$ cat src/rtl/chopper_array_if.sv
// chopper_array_if: control/status bundle between the chopper and its DAC/comparator and bridge logic
interface chopper_array_if #(
  parameter int CHANNELS = 2,
  parameter int OFF_W = 10,
  parameter int BLANK_W = 8
);
  logic [CHANNELS-1:0] enable;
  logic [CHANNELS-1:0] cmp;
  logic [OFF_W-1:0] config_offtime;
  logic [OFF_W-1:0] config_fastdecay_threshold;
  logic [BLANK_W-1:0] config_blanktime;
  logic [BLANK_W-1:0] config_minimum_on_time;
  logic [CHANNELS-1:0] drive;
  logic [CHANNELS-1:0] fast_decay;
  logic [CHANNELS-1:0] slow_decay;
  logic [CHANNELS-1:0] chop_tick;
  logic [CHANNELS-1:0] fault;
  logic faultn;
  modport slave (
    input enable, cmp, config_offtime, config_fastdecay_threshold, config_blanktime, config_minimum_on_time,
    output drive, fast_decay, slow_decay, chop_tick, fault, faultn
  );
  modport master (
    output enable, cmp, config_offtime, config_fastdecay_threshold, config_blanktime, config_minimum_on_time,
    input drive, fast_decay, slow_decay, chop_tick, fault, faultn
  );
endinterface

$ cat src/rtl/chopper_array.sv
// chopper_array: N-channel fixed-off-time current chopper with consecutive-immediate-trip fault latch
module chopper_array #(
  parameter int CHANNELS = 2,
  parameter int OFF_W = 10,
  parameter int BLANK_W = 8,
  parameter int FAULT_LIMIT = 4
) (
  input logic clk,
  input logic resetn,
  chopper_array_if.slave bus
);
  localparam int CW = OFF_W > BLANK_W ? OFF_W : BLANK_W;
  localparam int TW = $clog2(FAULT_LIMIT + 1);
  typedef enum logic [2:0] {IDLE, BLANK, ON, OFF, FAULT} state_t;
  logic [CHANNELS-1:0] fault_nxt;
  logic no_fault;
  for (genvar i = 0; i < CHANNELS; i++) begin : g_ch
    state_t st;
    logic [CW-1:0] cnt;
    logic [BLANK_W-1:0] mcnt, m_dec;
    logic [OFF_W-1:0] fcnt, f_dec;
    logic [TW-1:0] trips;
    logic seen, drv, fast, slow, tick, flt;
    logic en, cnt_done, m_exp, trip, imm, to_fault;
    assign en = bus.enable[i];
    // A counter loaded with V finishes when it holds 0 or 1, so V=0 behaves as 1.
    assign cnt_done = cnt[CW-1:1] == '0;
    assign m_exp = mcnt[BLANK_W-1:1] == '0;
    assign m_dec = mcnt == '0 ? mcnt : mcnt - BLANK_W'(1);
    assign f_dec = fcnt == '0 ? fcnt : fcnt - OFF_W'(1);
    assign trip = st == ON && bus.cmp[i] && m_exp;
    // Immediate trip: no earlier eligible ON cycle went by with the comparator low.
    assign imm = trip && !seen;
    assign to_fault = imm && trips == TW'(FAULT_LIMIT - 1);
    assign fault_nxt[i] = en && (flt || to_fault);
    assign bus.drive[i] = drv;
    assign bus.fast_decay[i] = fast;
    assign bus.slow_decay[i] = slow;
    assign bus.chop_tick[i] = tick;
    assign bus.fault[i] = flt;
    // Per-channel FSM; outputs are registered together with the state they describe.
    always_ff @(posedge clk or negedge resetn) begin
      if (!resetn) begin
        st <= IDLE;
        cnt <= '0;
        mcnt <= '0;
        fcnt <= '0;
        trips <= '0;
        seen <= 1'b0;
        drv <= 1'b0;
        fast <= 1'b0;
        slow <= 1'b0;
        tick <= 1'b0;
        flt <= 1'b0;
      end else if (!en) begin
        st <= IDLE;
        trips <= '0;
        drv <= 1'b0;
        fast <= 1'b0;
        slow <= 1'b0;
        tick <= 1'b0;
        flt <= 1'b0;
      end else begin
        tick <= 1'b0;
        flt <= fault_nxt[i];
        case (st)
          IDLE: begin
            st <= BLANK;
            cnt <= CW'(bus.config_blanktime);
            mcnt <= bus.config_minimum_on_time;
            seen <= 1'b0;
            drv <= 1'b1;
          end
          BLANK: begin
            mcnt <= m_dec;
            if (cnt_done) st <= ON;
            else cnt <= cnt - CW'(1);
          end
          ON: begin
            if (to_fault) begin
              st <= FAULT;
              drv <= 1'b0;
            end else if (trip) begin
              st <= OFF;
              cnt <= CW'(bus.config_offtime);
              fcnt <= bus.config_fastdecay_threshold;
              drv <= 1'b0;
              tick <= 1'b1;
              fast <= bus.config_fastdecay_threshold != '0;
              slow <= bus.config_fastdecay_threshold == '0;
              trips <= imm ? trips + TW'(1) : '0;
            end else begin
              mcnt <= m_dec;
              seen <= seen | m_exp;
            end
          end
          OFF: begin
            if (cnt_done) begin
              st <= BLANK;
              cnt <= CW'(bus.config_blanktime);
              mcnt <= bus.config_minimum_on_time;
              seen <= 1'b0;
              drv <= 1'b1;
              fast <= 1'b0;
              slow <= 1'b0;
            end else begin
              cnt <= cnt - CW'(1);
              fcnt <= f_dec;
              fast <= f_dec != '0;
              slow <= f_dec == '0;
            end
          end
          default: ;
        endcase
      end
    end
  end
  // Summary fault flag tracks the same next-state fault bits the channels latch.
  always_ff @(posedge clk or negedge resetn) begin
    if (!resetn) no_fault <= 1'b1;
    else no_fault <= ~|fault_nxt;
  end
  assign bus.faultn = no_fault;
endmodule

$ cat src/flat_wrapper.sv
// flat-port wrapper written by rule: the top's interface ports become plain ports
module chopper_array_flat 
#(
  parameter int CHANNELS = 2,
  parameter int OFF_W = 10,
  parameter int BLANK_W = 8,
  parameter int FAULT_LIMIT = 4
)
  (clk, resetn, bus_enable, bus_cmp, bus_config_offtime, bus_config_fastdecay_threshold, bus_config_blanktime, bus_config_minimum_on_time, bus_drive, bus_fast_decay, bus_slow_decay, bus_chop_tick, bus_fault, bus_faultn);
  chopper_array_if #(.CHANNELS(CHANNELS), .OFF_W(OFF_W), .BLANK_W(BLANK_W)) bus_i ();
  input logic clk;
  input logic resetn;
  input wire logic [$bits(bus_i.enable)-1:0] bus_enable;
  input wire logic [$bits(bus_i.cmp)-1:0] bus_cmp;
  input wire logic [$bits(bus_i.config_offtime)-1:0] bus_config_offtime;
  input wire logic [$bits(bus_i.config_fastdecay_threshold)-1:0] bus_config_fastdecay_threshold;
  input wire logic [$bits(bus_i.config_blanktime)-1:0] bus_config_blanktime;
  input wire logic [$bits(bus_i.config_minimum_on_time)-1:0] bus_config_minimum_on_time;
  output wire logic [$bits(bus_i.drive)-1:0] bus_drive;
  output wire logic [$bits(bus_i.fast_decay)-1:0] bus_fast_decay;
  output wire logic [$bits(bus_i.slow_decay)-1:0] bus_slow_decay;
  output wire logic [$bits(bus_i.chop_tick)-1:0] bus_chop_tick;
  output wire logic [$bits(bus_i.fault)-1:0] bus_fault;
  output wire logic [$bits(bus_i.faultn)-1:0] bus_faultn;
  assign bus_i.enable = bus_enable;
  assign bus_i.cmp = bus_cmp;
  assign bus_i.config_offtime = bus_config_offtime;
  assign bus_i.config_fastdecay_threshold = bus_config_fastdecay_threshold;
  assign bus_i.config_blanktime = bus_config_blanktime;
  assign bus_i.config_minimum_on_time = bus_config_minimum_on_time;
  assign bus_drive = bus_i.drive;
  assign bus_fast_decay = bus_i.fast_decay;
  assign bus_slow_decay = bus_i.slow_decay;
  assign bus_chop_tick = bus_i.chop_tick;
  assign bus_fault = bus_i.fault;
  assign bus_faultn = bus_i.faultn;
  chopper_array #(.CHANNELS(CHANNELS), .OFF_W(OFF_W), .BLANK_W(BLANK_W), .FAULT_LIMIT(FAULT_LIMIT)) u_core (.clk(clk), .resetn(resetn), .bus(bus_i));
endmodule
$ cat config.mk
export PLATFORM = sky130hd
export DESIGN_NAME = chopper_array_flat
export DESIGN_NICKNAME = d
export VERILOG_FILES = /design/src/rtl/chopper_array_if.sv /design/src/rtl/chopper_array.sv /design/src/flat_wrapper.sv
export SDC_FILE = /design/constraint.sdc
export NUM_CORES = 1
export LEC_CHECK = 0
export ABC_AREA = 1
export BUFFER_PORTS_ARGS = -buffer_cell sky130_fd_sc_hd__buf_2
export CAP_MARGIN = 20
export CELL_PAD_IN_SITES_DETAIL_PLACEMENT = 0
export CELL_PAD_IN_SITES_GLOBAL_PLACEMENT = 1
export CORE_MARGIN = 2
export CORE_UTILIZATION = 40
export CTS_CLUSTER_DIAMETER = 60
export DETAILED_ROUTE_END_ITERATION = 10
export PLACE_DENSITY_LB_ADDON = 0.2
export SLEW_MARGIN = 20
export SYNTH_ARGS = -nofsm -noshare
export SYNTH_HDL_FRONTEND = slang
export SYNTH_SLANG_ARGS = --single-unit
$ cat constraint.sdc
create_clock -name clk -period 2 [get_ports clk]
set_input_delay 0.1 -clock clk [delete_from_list [all_inputs] [get_ports clk]]
set_output_delay 0.1 -clock clk [all_outputs]
set_load 0.1 [all_outputs]
==> flow_summary.ini <==
[status]
status = finished clean

[finish]
fin_area_mm2 = 0.00655
fin_cells = 1027
utilization = 0.493
synthToLayoutAreaGrowth_pct = 19.8
fin_nets = 900
antennaDiodeCount = 0
drive_gt1_frac = 0.199
num-fill-cells = 1352

[sta]
clock.fmax_mhz = 521
fin_crit_sh = 0.960
fin_crit_ps = 1920
fin_ws_ps = 80.5
worst_slew_pin_slew_ps = 569
setup_viol = 0
hold_violations = 0
rsz0062_at_grt = true
finClkSkew_ps = 6.25
maxSlewHeadroom = 0.618
maxSlewViolCount = 0

[power]
p_leak_nw = 3.17
power.density_mw_per_mm2 = 1450
ir_worst_vdd_mv = 0.770
fin_total_pwr_w = 0.00948

[grt]
antenna_found_initial = 0
grt_first_pass_wirelength_mm = 24.3
grt-ovfl-total = 0
track_usage = 0.207
first_global_vias = 5161
grt_max_degree = 42

[die]
start_util = 0.411
io_pins = 53
rows = 42
die_h_um = 121
coreArea_mm2 = 0.0133
die-area_mm2 = 0.0146
die_x_um = 121

[clock_tree]
clk_latency_ps = 340
cts_max_path_buffers = 2
cts_num_sinks = 81
cts-root-buf = clkbuf_16
cts_tree = yes
cts.htree.levels = 3
cts.clk_slew.worst_paths_ps = 60
cts_buffers = 9

[yosys]
syn_inst = 772
yosys.area.top_type = dfrtp_1
async_flop_share = 1.00
syn_area_per_cell_um2 = 7.09
synth_area_leaders = dfrtp_1, nand2_1, inv_1, o21ai_0, nor2_1
ys_seq_area_frac = 0.371
yosysMostFrequentCell = nand2_1
synth_cell_types = 41
syn_nets = 824
syn_area_mm2 = 0.00547
ys_seq_elements = 81
synth_common_cells = nand2_1, inv_1, dfrtp_1
yosysWarnings = 0
synth_ff_type = dfrtp_1
synth_edf_count = 0
yosysTopAreaCellShare = 0.366

[worst_hold_path]
hold_depth = 3
holdCritPathClass = in -> reg

[detailed_routing]
remaining_drc_errors = 0
post_drt_wl_per_cell_um = 14.1
viasPerCell = 5.16
antenna_left = 0
drt_first_pass_iters = 5
vias = 5302
drt_iter0_drc = 398
drt_wl_total_mm = 14.4

[place]
place_inst = 1003
place_area_mm2 = 0.00605
place_worst_setup_slack_ps = 47.5
hpwl_mm = 10.8
portBuffers = 52
gp_congestion = 0.870

[worst_setup_path]
cp_data_arrival_time_ps = 2130
crit_fanout = 4
ff2ff_path_depth = 9
end_kind = flip-flop
startpoint_type = flip-flop
crit_type = reg -> reg
critPathRequiredTime_ps = 2210

[run]
cap_violations = 0
## timing repair
item | in CTS | in global routing
hold buffers | 1 | 0
gates resized for setup | 0 | 42
setup buffers | 0 | 6
hold endpoints to repair | 38 | 0
setup endpoints to repair | 0 | 63
## cells by family after synthesis
group / Yosys count / share of synthesized area
muxes: 1 / 0.00206
xor gates and xnor gates: 27 / 0.0432
AOI/OAI and AO/OA: 171 / 0.177
buffers and inverters: 133 / 0.104
and+or+nand+nor: 349 / 0.280
adders and majority gates: 10 / 0.0229
DFF: 81 / 0.371
## state kept, by name, summed over array words and instances (netlist names)
signal,flops
u_core.g_ch.cnt,20
u_core.g_ch.fcnt,20
u_core.g_ch.mcnt,16
u_core.g_ch.st,6
u_core.g_ch.trips,6
u_core.g_ch.drv,2
u_core.g_ch.fast,2
u_core.g_ch.flt,2
u_core.g_ch.seen,2
u_core.g_ch.slow,2
u_core.g_ch.tick,2
u_core.bus.faultn,1
## worst max-delay path: stages, from the launching register on
cell and delay, ps:
dfrtp_1 410, nor2_1 210, nand4_1 210, inv_1 110, nand2_1 90, nand2_1 130
buf_4 140, nand2_1 80, o21ai_0 260, o22ai_1 130
## metal layers
metal	part of all wire	track usage
met1	0.46	0.268
met2	0.48	0.341
met3	0.042	0.0465
met4	0.017	0.0698
met5	0	0
## worst paths after layout
check | from | end | slack, ps
min in group asynchronous | resetn | u_core.g_ch[1].fcnt[6]$_DFFE_PN0P_ | 290
min reg2reg | u_core.g_ch[0].trips[1]$_DFFE_PN0P_ | u_core.g_ch[0].trips[1]$_DFFE_PN0P_ | 490
max | u_core.g_ch[0].cnt[4]$_DFFE_PN0P_ | u_core.g_ch[0].st[0]$_DFFE_PN0P_ | 80
max reg2reg | u_core.g_ch[0].cnt[4]$_DFFE_PN0P_ | u_core.g_ch[0].st[0]$_DFFE_PN0P_ | 80
min | bus_config_minimum_on_time[2] | u_core.g_ch[0].mcnt[2]$_DFFE_PN0P_ | 40
max in group asynchronous | resetn | u_core.g_ch[1].cnt[8]$_DFFE_PN0P_ | 1110
## final cells by class
| class | instances | area [um2] | share of cell area |
|---|---|---|---|
| Timing Repair Buffer | 87 | 591 | 0.0901 |
| Multi-Input combinational cell | 560 | 3010 | 0.459 |
| Inverter | 108 | 413 | 0.0630 |
| Sequential cell | 81 | 2030 | 0.310 |
| Clock inverter | 3 | 42.5 | 0.00649 |
| Clock buffer | 11 | 243 | 0.0370 |
| Timing Repair inverter | 1 | 7.51 | 0.00115 |
| Tap cell | 176 | 220 | 0.0336 |
## where the power goes
group / switching (W) / internal, W
combinational: 0.00315 / 0.00185
clock: 0.000657 / 0.000985
sequential: 0.000571 / 0.00226
total: 0.00438 / 0.00510
## cells in the final DEF (no fill, tap or decap), types with 2 or more instances in the layout
cell type | synthesis | final
a21oi_1 | 22 | 22
a21oi_2 | 2 | 2
a22oi_1 | 2 | 2
a31oi_1 | 6 | 6
buf_12 | 0 | 5
buf_2 | 4 | 51
buf_4 | 13 | 30
clkbuf_16 | 0 | 9
clkinvlp_4 | 0 | 2
dfrtp_1 | 80 | 79
ha_1 | 10 | 7
ha_2 | 0 | 2
inv_1 | 99 | 98
inv_2 | 9 | 7
inv_4 | 0 | 3
nand2_1 | 191 | 190
nand2_2 | 6 | 7
nand3_1 | 40 | 37
nand3_2 | 4 | 6
nand3_4 | 0 | 3
nand4_1 | 9 | 9
nor2_1 | 73 | 59
nor2_2 | 6 | 18
nor2_4 | 4 | 6
nor3_1 | 8 | 6
nor3_2 | 1 | 3
nor4_1 | 3 | 3
o211ai_1 | 8 | 8
o21a_1 | 2 | 2
o21ai_0 | 59 | 54
o21ai_1 | 34 | 39
o21ai_2 | 5 | 5
o22ai_1 | 27 | 27
xnor2_1 | 5 | 5
xor2_1 | 22 | 22
## through the flow
stage	hold WS (ps)	setup TNS (ps)
after CTS	28.6	0
after global placement	132	0
after floorplan	-196	0
final	35.3	0
after global routing	37.5	-96.2
after detailed placement	139	0
(Power assumes the default switching activity.)
